==> src/rtl/mux_4_to_1_arbiter.sv <==
// Registered 4-to-1 mux with round-robin arbitration and optional burst locking.
// Each output beat carries its source lane on out_sel for a downstream demux.
module mux_4_to_1_arbiter #(
  parameter int WIDTH = 8,
  parameter int BURST = 1
) (
  input  logic               clk,
  input  logic               rst,
  input  logic [4*WIDTH-1:0] in_data,
  input  logic [3:0]         in_valid,
  output logic [3:0]         in_ready,
  output logic [WIDTH-1:0]   out_data,
  output logic [1:0]         out_sel,
  output logic               out_valid,
  input  logic               out_ready
);

  // Handshake: a beat moves on lane i when in_valid[i] & in_ready[i], and on
  // the output when out_valid & out_ready; in_ready never depends on itself.
  localparam logic [3:0] CNT_INIT = 4'(BURST - 1);

  logic [1:0] last;
  logic [3:0] cnt;
  logic       load;
  logic       locked;
  logic       any_valid;
  logic       found;
  logic [1:0] idx;
  logic [1:0] gidx;
  logic [3:0] grant;

  assign load      = !out_valid || out_ready;
  assign locked    = (cnt != 4'd0) && in_valid[last];
  assign any_valid = |in_valid;

  // Lock wins outright; otherwise search last+1 .. last+3, then last itself.
  always_comb begin
    grant = 4'b0000;
    gidx  = last;
    found = 1'b0;
    idx   = last;
    if (locked) begin
      grant[last] = 1'b1;
      gidx        = last;
    end else begin
      for (int k = 1; k <= 4; k++) begin
        idx = last + 2'(k);
        if (!found && in_valid[idx]) begin
          found      = 1'b1;
          gidx       = idx;
          grant[idx] = 1'b1;
        end
      end
    end
  end

  assign in_ready = (load && !rst) ? grant : 4'b0000;

  always_ff @(posedge clk) begin
    if (rst) begin
      out_valid <= 1'b0;
      out_data  <= '0;
      out_sel   <= 2'd0;
      last      <= 2'd3;
      cnt       <= 4'd0;
    end else if (load) begin
      if (any_valid) begin
        out_data  <= in_data[gidx*WIDTH +: WIDTH];
        out_sel   <= gidx;
        out_valid <= 1'b1;
        last      <= gidx;
        cnt       <= locked ? (cnt - 4'd1) : CNT_INIT;
      end else begin
        // Nothing to take: drain, keep the last beat's data/tag, drop any lock.
        out_valid <= 1'b0;
        cnt       <= 4'd0;
      end
    end
  end

endmodule

==> config.mk <==
export PLATFORM = sky130hd
export DESIGN_NAME = mux_4_to_1_arbiter
export DESIGN_NICKNAME = d
export VERILOG_FILES = /design/src/rtl/mux_4_to_1_arbiter.sv
export SDC_FILE = /design/constraint.sdc
export NUM_CORES = 1
export LEC_CHECK = 0
export ABC_AREA = 1
export CORE_MARGIN = 5
export CORE_UTILIZATION = 50
export DETAILED_ROUTE_END_ITERATION = 10
export HOLD_SLACK_MARGIN = 0.05
export PLACE_DENSITY = 0.92
export SKIP_CTS_REPAIR_TIMING = 1
export SLEW_MARGIN = 20
export SYNTH_ARGS = -nofsm -noshare
export SYNTH_HDL_FRONTEND = slang
export SYNTH_SLANG_ARGS = --single-unit
==> constraint.sdc <==
create_clock -name clk -period 5.4 [get_ports clk]
set_clock_uncertainty 0.05 [all_clocks]
set_input_delay 1.08 -clock clk [delete_from_list [all_inputs] [get_ports clk]]
set_output_delay 1.08 -clock clk [all_outputs]
set_load 0.02 [all_outputs]
==> results of run 1 <==
[report_power, final]
group / total (mW) / internal [mW] / switching [mW]
sequential: 0.225 / 0.175 / 0.0505
clock: 0.0682 / 0.0288 / 0.0394
combinational: 1.19 / 0.437 / 0.748
[state kept, by name, summed over array words and instances, names as in the netlist]
name       count
out_valid      1
cnt            4
out_data       8
out_sel        2
last           2
[worst max-delay path, stage by stage]
cell	delay (ns)
clkdlybuf4s50_1	0.54
inv_1	0.08
nand2_1	0.13
nand2_1	0.07
nand2_1	0.17
nand4_1	0.14
inv_1	0.13
nand2_1	0.06
nand2_1	0.06
nand2_1	0.05
a21oi_1	0.14
clkdlybuf4s50_1	0.62
[logic make-up after synthesis]
logic type / Yosys count
simple gates: 158
xor+xnor: 2
buf+inv: 57
compound gates: 21
flops: 17
fa+ha+maj: 9
[routing by layer]
layer | up-vias | routed length [microns] | global-route usage
met3 | 2 | 377 | 0.0591
met4 | 0 | 21 | 0.0447
met5 | - | 0 | 0
li1 | 945 | - | -
met2 | 70 | 2110 | 0.349
met1 | 796 | 1700 | 0.233
[cells in the final DEF (no fill, tap or decap), types with 3 or more instances in the layout]
cell type and n:
inv_1 49, nand2_4 6, dfxtp_1 17, nand3b_1 8, nor2_1 20, clkbuf_4 3
nand3_1 49, a22oi_1 4, o21ai_0 3, nand3_2 4, ha_1 9, clkdlybuf4s50_1 53
nand2_1 60, nand2_2 4, a21oi_1 9
[area by class of cell]
cell class | count | area [sq um] | area share
well taps | 46 | 57.6 | 0.0255
clock buffers | 4 | 26.3 | 0.0116
repair buffers | 54 | 538 | 0.238
flip-flops and latches | 17 | 340 | 0.151
multi-input cells | 190 | 1090 | 0.485
inverters | 51 | 199 | 0.0882
[metrics by stage]
stage               cell area, sq um  worst slack (ns)
floorplan                       1690              2.13
global placement                2230              1.10
detailed placement              2230              1.03
CTS                             2260              1.03
global route                    2260             0.821
finish                          2260              1.01
[final timing paths]
| kind | endpoint | slack [ns] | cells after the start |
|---|---|---|---|
| hold reg to reg | out_sel[1] | 0.42 | 2 |
| setup / recovery | in_ready[2] | 1.01 | 12 |
| setup reg to reg | out_data[1] | 2.59 | 12 |
| hold / removal | out_sel[1] | 0.42 | 2 |
==> results.json, run 1 <==
{
  "grt_pass1_vias": 1703,
  "clk_path_buf_depth": 2,
  "min_from": "out_sel[1]",
  "synth_warnings": 0,
  "final_core_util": 0.681,
  "finalHoldViolations": 0,
  "routed_via_density": 5.01,
  "place_inst": 358,
  "clk_latency_ns": 0.29,
  "numCtsBuffers": 3,
  "synth_area_leaders": "dfxtp_1 (20%), nand3_1 (15%), nand2_1 (13%)",
  "grt_pass1_wl_mm": 7.19,
  "clkTransAtPathRegs_ns": 0.09,
  "period_needed_ns": 4.39,
  "arrival_ns": 3.26,
  "synth_edf_count": 0,
  "cts_tree": "built",
  "num_antenna_cells": 0,
  "hold_ws_ns": 0.419,
  "finalWeightedCongestion": 0.937,
  "synth_commonest_cells": "nand2_1 (60), inv_1 (49), nand3_1 (49)",
  "synth_ff_type": "dfxtp_1",
  "worst-path-max-fanout": 4,
  "ant_nets": 0,
  "root_buffer": "clkbuf_4",
  "nNetsFinal": 365,
  "grt_max_degree": 22,
  "coreArea_sq_um": 3310,
  "synth_compound_area_frac": 0.0823,
  "synth.distinct_cells": 29,
  "synthArstFlopShare": 0,
  "areaGrowthSynthToFinish_pct": 33.8,
  "initial_core_util": 0.509,
  "drc": 0,
  "tightest_slew_ns": 0.679,
  "timing.final.crit_share": 0.813,
  "outcome": "finished, final reports clean",
  "wl_per_cell_microns": 11.6,
  "dr_total_vias": 1813,
  "synth.avg_cell_area_sq_um": 6.39,
  "antenna_found_initial": 0,
  "holdCritPathClass": "reg -> reg",
  "crit_path_end_kind": "output pin",
  "synth-simple-area-share": 0.490,
  "first_iter_violations": 95,
  "synth.most_common_cell": "nand2_1",
  "setup_tns_ns": 0,
  "grt_overflow": 0,
  "dp_hpwl_mm": 3.36,
  "wl_mm": 4.21,
  "critPathLaunchType": "input port",
  "finalNonFillerCells": 362,
  "syn_inst": 264,
  "pin_count": 54,
  "ir_drop_mv": 0.276,
  "ys_seq_elements": 17,
  "ctsHtreeMaxLevel": 1,
  "power_mw": 1.48,
  "clock-sinks": 17,
  "fillers": 298,
  "die_h_microns": 68.1,
  "rr_startpoint": "last[0]",
  "leakage_nw": 1.17,
  "port_buffers": 53,
  "synth_top_family_by_area": "simple AND/OR/NAND/NOR gates",
  "die_area_sq_um": 4630,
  "drive_gt1_frac": 0.0823,
  "crit_type": "in -> out",
  "maxSlewViolCount": 0,
  "die_width_microns": 68.1,
  "syn_area_sq_um": 1690,
  "cp.required_ns": 4.27,
  "rsz0062_at_grt": "false",
  "yosys.area.top_type": "dfxtp_1",
  "muxShareOfSynthArea": 0,
  "timing.fmax_mhz": 228,
  "cap_violations": 0,
  "row_count": 21,
  "relSlewSlack": 0.547,
  "setup_viol": 0,
  "synth-xor-area-share": 0.0104,
  "grt.total_usage": 0.197,
  "syn_nets": 312,
  "power_density_nw_per_um2": 656,
  "synthAdderAreaFrac": 0.0668,
  "seq_area_frac_synth": 0.202,
  "netlist.area_leader.share": 0.202,
  "dr.pass1.iters": 5,
  "crit_path_start": "in_valid[0]"
}
No activity file was read; power rests on OpenSTA's default activity.
==> run 2, diff against run 1 <==
CORE_UTILIZATION = 47   (was 50)
PLACE_DENSITY = 0.87   (was 0.92)
clock period = 4.13 ns   (was 5.4 ns; I/O delays follow)
==> run 2 against run 1 <==
Non-clock buffer count is 2 higher. Sequential power is 23% higher. Sequential cell count stayed put. Sequential share of layout area is 0.10 points lower. Critical path depth stayed put. Critical path type unchanged. Largest power group unchanged.
==> results.json, run 2 (synthesis results as in run 1) <==
{
  "setup_tns_ns": 0,
  "setup_slack_ns": 0.263,
  "ctsHtreeMaxLevel": 1,
  "coreArea_sq_um": 3420,
  "holdCritPathClass": "reg -> reg",
  "path_cells": "clkdlybuf4s50_1 -> inv_1 -> nand2_1 -> nand2_1 -> nand2_1 -> nand4_1 -> inv_1 -> nand2_1 -> nand2_1 -> nand2_1 -> a21oi_1 -> clkdlybuf4s50_1",
  "areaGrowthSynthToFinish_pct": 34.6,
  "finalWeightedCongestion": 0.893,
  "critPathLaunchType": "input port",
  "clk_latency_ns": 0.29,
  "layout_commonest_cell": "nand2_1",
  "grt_max_degree": 22,
  "root_buffer": "clkbuf_4",
  "dp_slack_ns": 0.273,
  "drc": 0,
  "dr_total_vias": 1800,
  "sw_frac_of_total": 0.565,
  "drive_gt1_frac": 0.0881,
  "grt_overflow": 0,
  "die_area_sq_um": 4890,
  "first_iter_violations": 74,
  "numCtsBuffers": 3,
  "pin_count": 54,
  "top_regs": "out_data (8), cnt (4)",
  "stdcell_area_sq_um": 2270,
  "place_area_sq_um": 2240,
  "pwr-share-comb": 0.811,
  "grt_pass1_vias": 1664,
  "dp_hpwl_mm": 3.38,
  "ant_nets": 0,
  "clock-sinks": 17,
  "p_sw_mw": 1.10,
  "fillers": 325,
  "intPower_mw": 0.846,
  "routed_via_density": 4.95,
  "clkTransAtPathRegs_ns": 0.10,
  "final_core_util": 0.665,
  "finalHoldViolations": 0,
  "crit_slowest_cell": "clkdlybuf4s50_1",
  "timing.fmax_mhz": 259,
  "worst-path-max-fanout": 4,
  "timing.final.crit_share": 0.936,
  "crit_type": "in -> out",
  "rsz0062_at_grt": "false",
  "port_buffers": 53,
  "num_antenna_cells": 0,
  "arrival_ns": 2.99,
  "die_width_microns": 69.9,
  "p_seq_frac": 0.142,
  "clk_path_buf_depth": 2,
  "tightest_slew_ns": 0.471,
  "cts_tree": "built",
  "nNetsFinal": 367,
  "r2r_cells": 12,
  "largest-register": "out_data",
  "largest_reg_flops": 8,
  "maxSlewViolCount": 0,
  "wl_mm": 4.21,
  "crit_path_end_kind": "output pin",
  "cap_violations": 0,
  "period_needed_ns": 3.87,
  "mostFrequentLayoutCells": "nand2_1 (60), clkdlybuf4s50_1 (53), inv_1 (49), nand3_1 (49), nor2_1 (20)",
  "setup_viol": 0,
  "outcome": "finished, final reports clean",
  "antenna_found_initial": 0,
  "grt.total_usage": 0.169,
  "cp.required_ns": 3.25,
  "critPathMostFrequentCell": "nand2_1",
  "row_count": 21,
  "die_h_microns": 69.9,
  "initial_core_util": 0.494,
  "relSlewSlack": 0.685,
  "cpPeakStageDelay_ns": 0.62,
  "wl_per_cell_microns": 11.6,
  "ir_drop_mv": 0.409,
  "grt_pass1_wl_mm": 6.99,
  "leakage_nw": 1.17,
  "clock_power_share": 0.047,
  "power_density_nw_per_um2": 857,
  "hold_depth": 2,
  "dr.pass1.iters": 4,
  "power_mw": 1.95
}
-- run 2: path summary, 6_finish.rpt --
path | startpoint | end | slack [ns]
max | in_valid[0] | in_ready[2] | 0.26
min | cnt[3] | cnt[3] | 0.42
max reg2reg | last[1] | out_data[7] | 1.50
min reg2reg | cnt[3] | cnt[3] | 0.42
-- run 2: metal layers --
metal | vias up | part of all wire | track usage
met4 | 0 | 0.019 | 0.0383
met2 | 60 | 0.46 | 0.294
li1 | 949 | - | -
met1 | 783 | 0.43 | 0.200
met3 | 8 | 0.087 | 0.0560
met5 | - | 0 | 0
-- run 2: area by class of cell --
type                    instances  area (sq um)  area share
multi-input cells             190          1090       0.482
inverters                      51           199      0.0876
well taps                      46          57.6      0.0253
repair buffers                 56           553       0.244
flip-flops and latches         17           340       0.150
clock buffers                   4          26.3      0.0116
-- run 2: critical path: cells and delay by family --
kind / cells / cell delay, ns
AO/OA/AOI/OAI: 1 / 0.12
buffers and inverters: 4 / 1.39
AND/OR/NAND/NOR: 7 / 0.64
-- run 2: per-stage QoR --
stage          hold slack [ns]  std cells
5_1_grt                  0.460        364
4_1_cts                  0.430        364
2_1_floorplan            0.394        264
6_report                 0.422        364
3_3_place_gp             0.402        360
3_5_place_dp             0.416        360
-- run 2: power by group through the flow --
stage               clock network, mW  logic (mW)  registers, mW
floorplan                           0        1.17          0.318
global placement                    0        1.54          0.277
detailed placement                  0        1.57          0.279
CTS                            0.0909        1.58          0.276
global route                   0.0991        1.76          0.284
finish                         0.0914        1.58          0.276
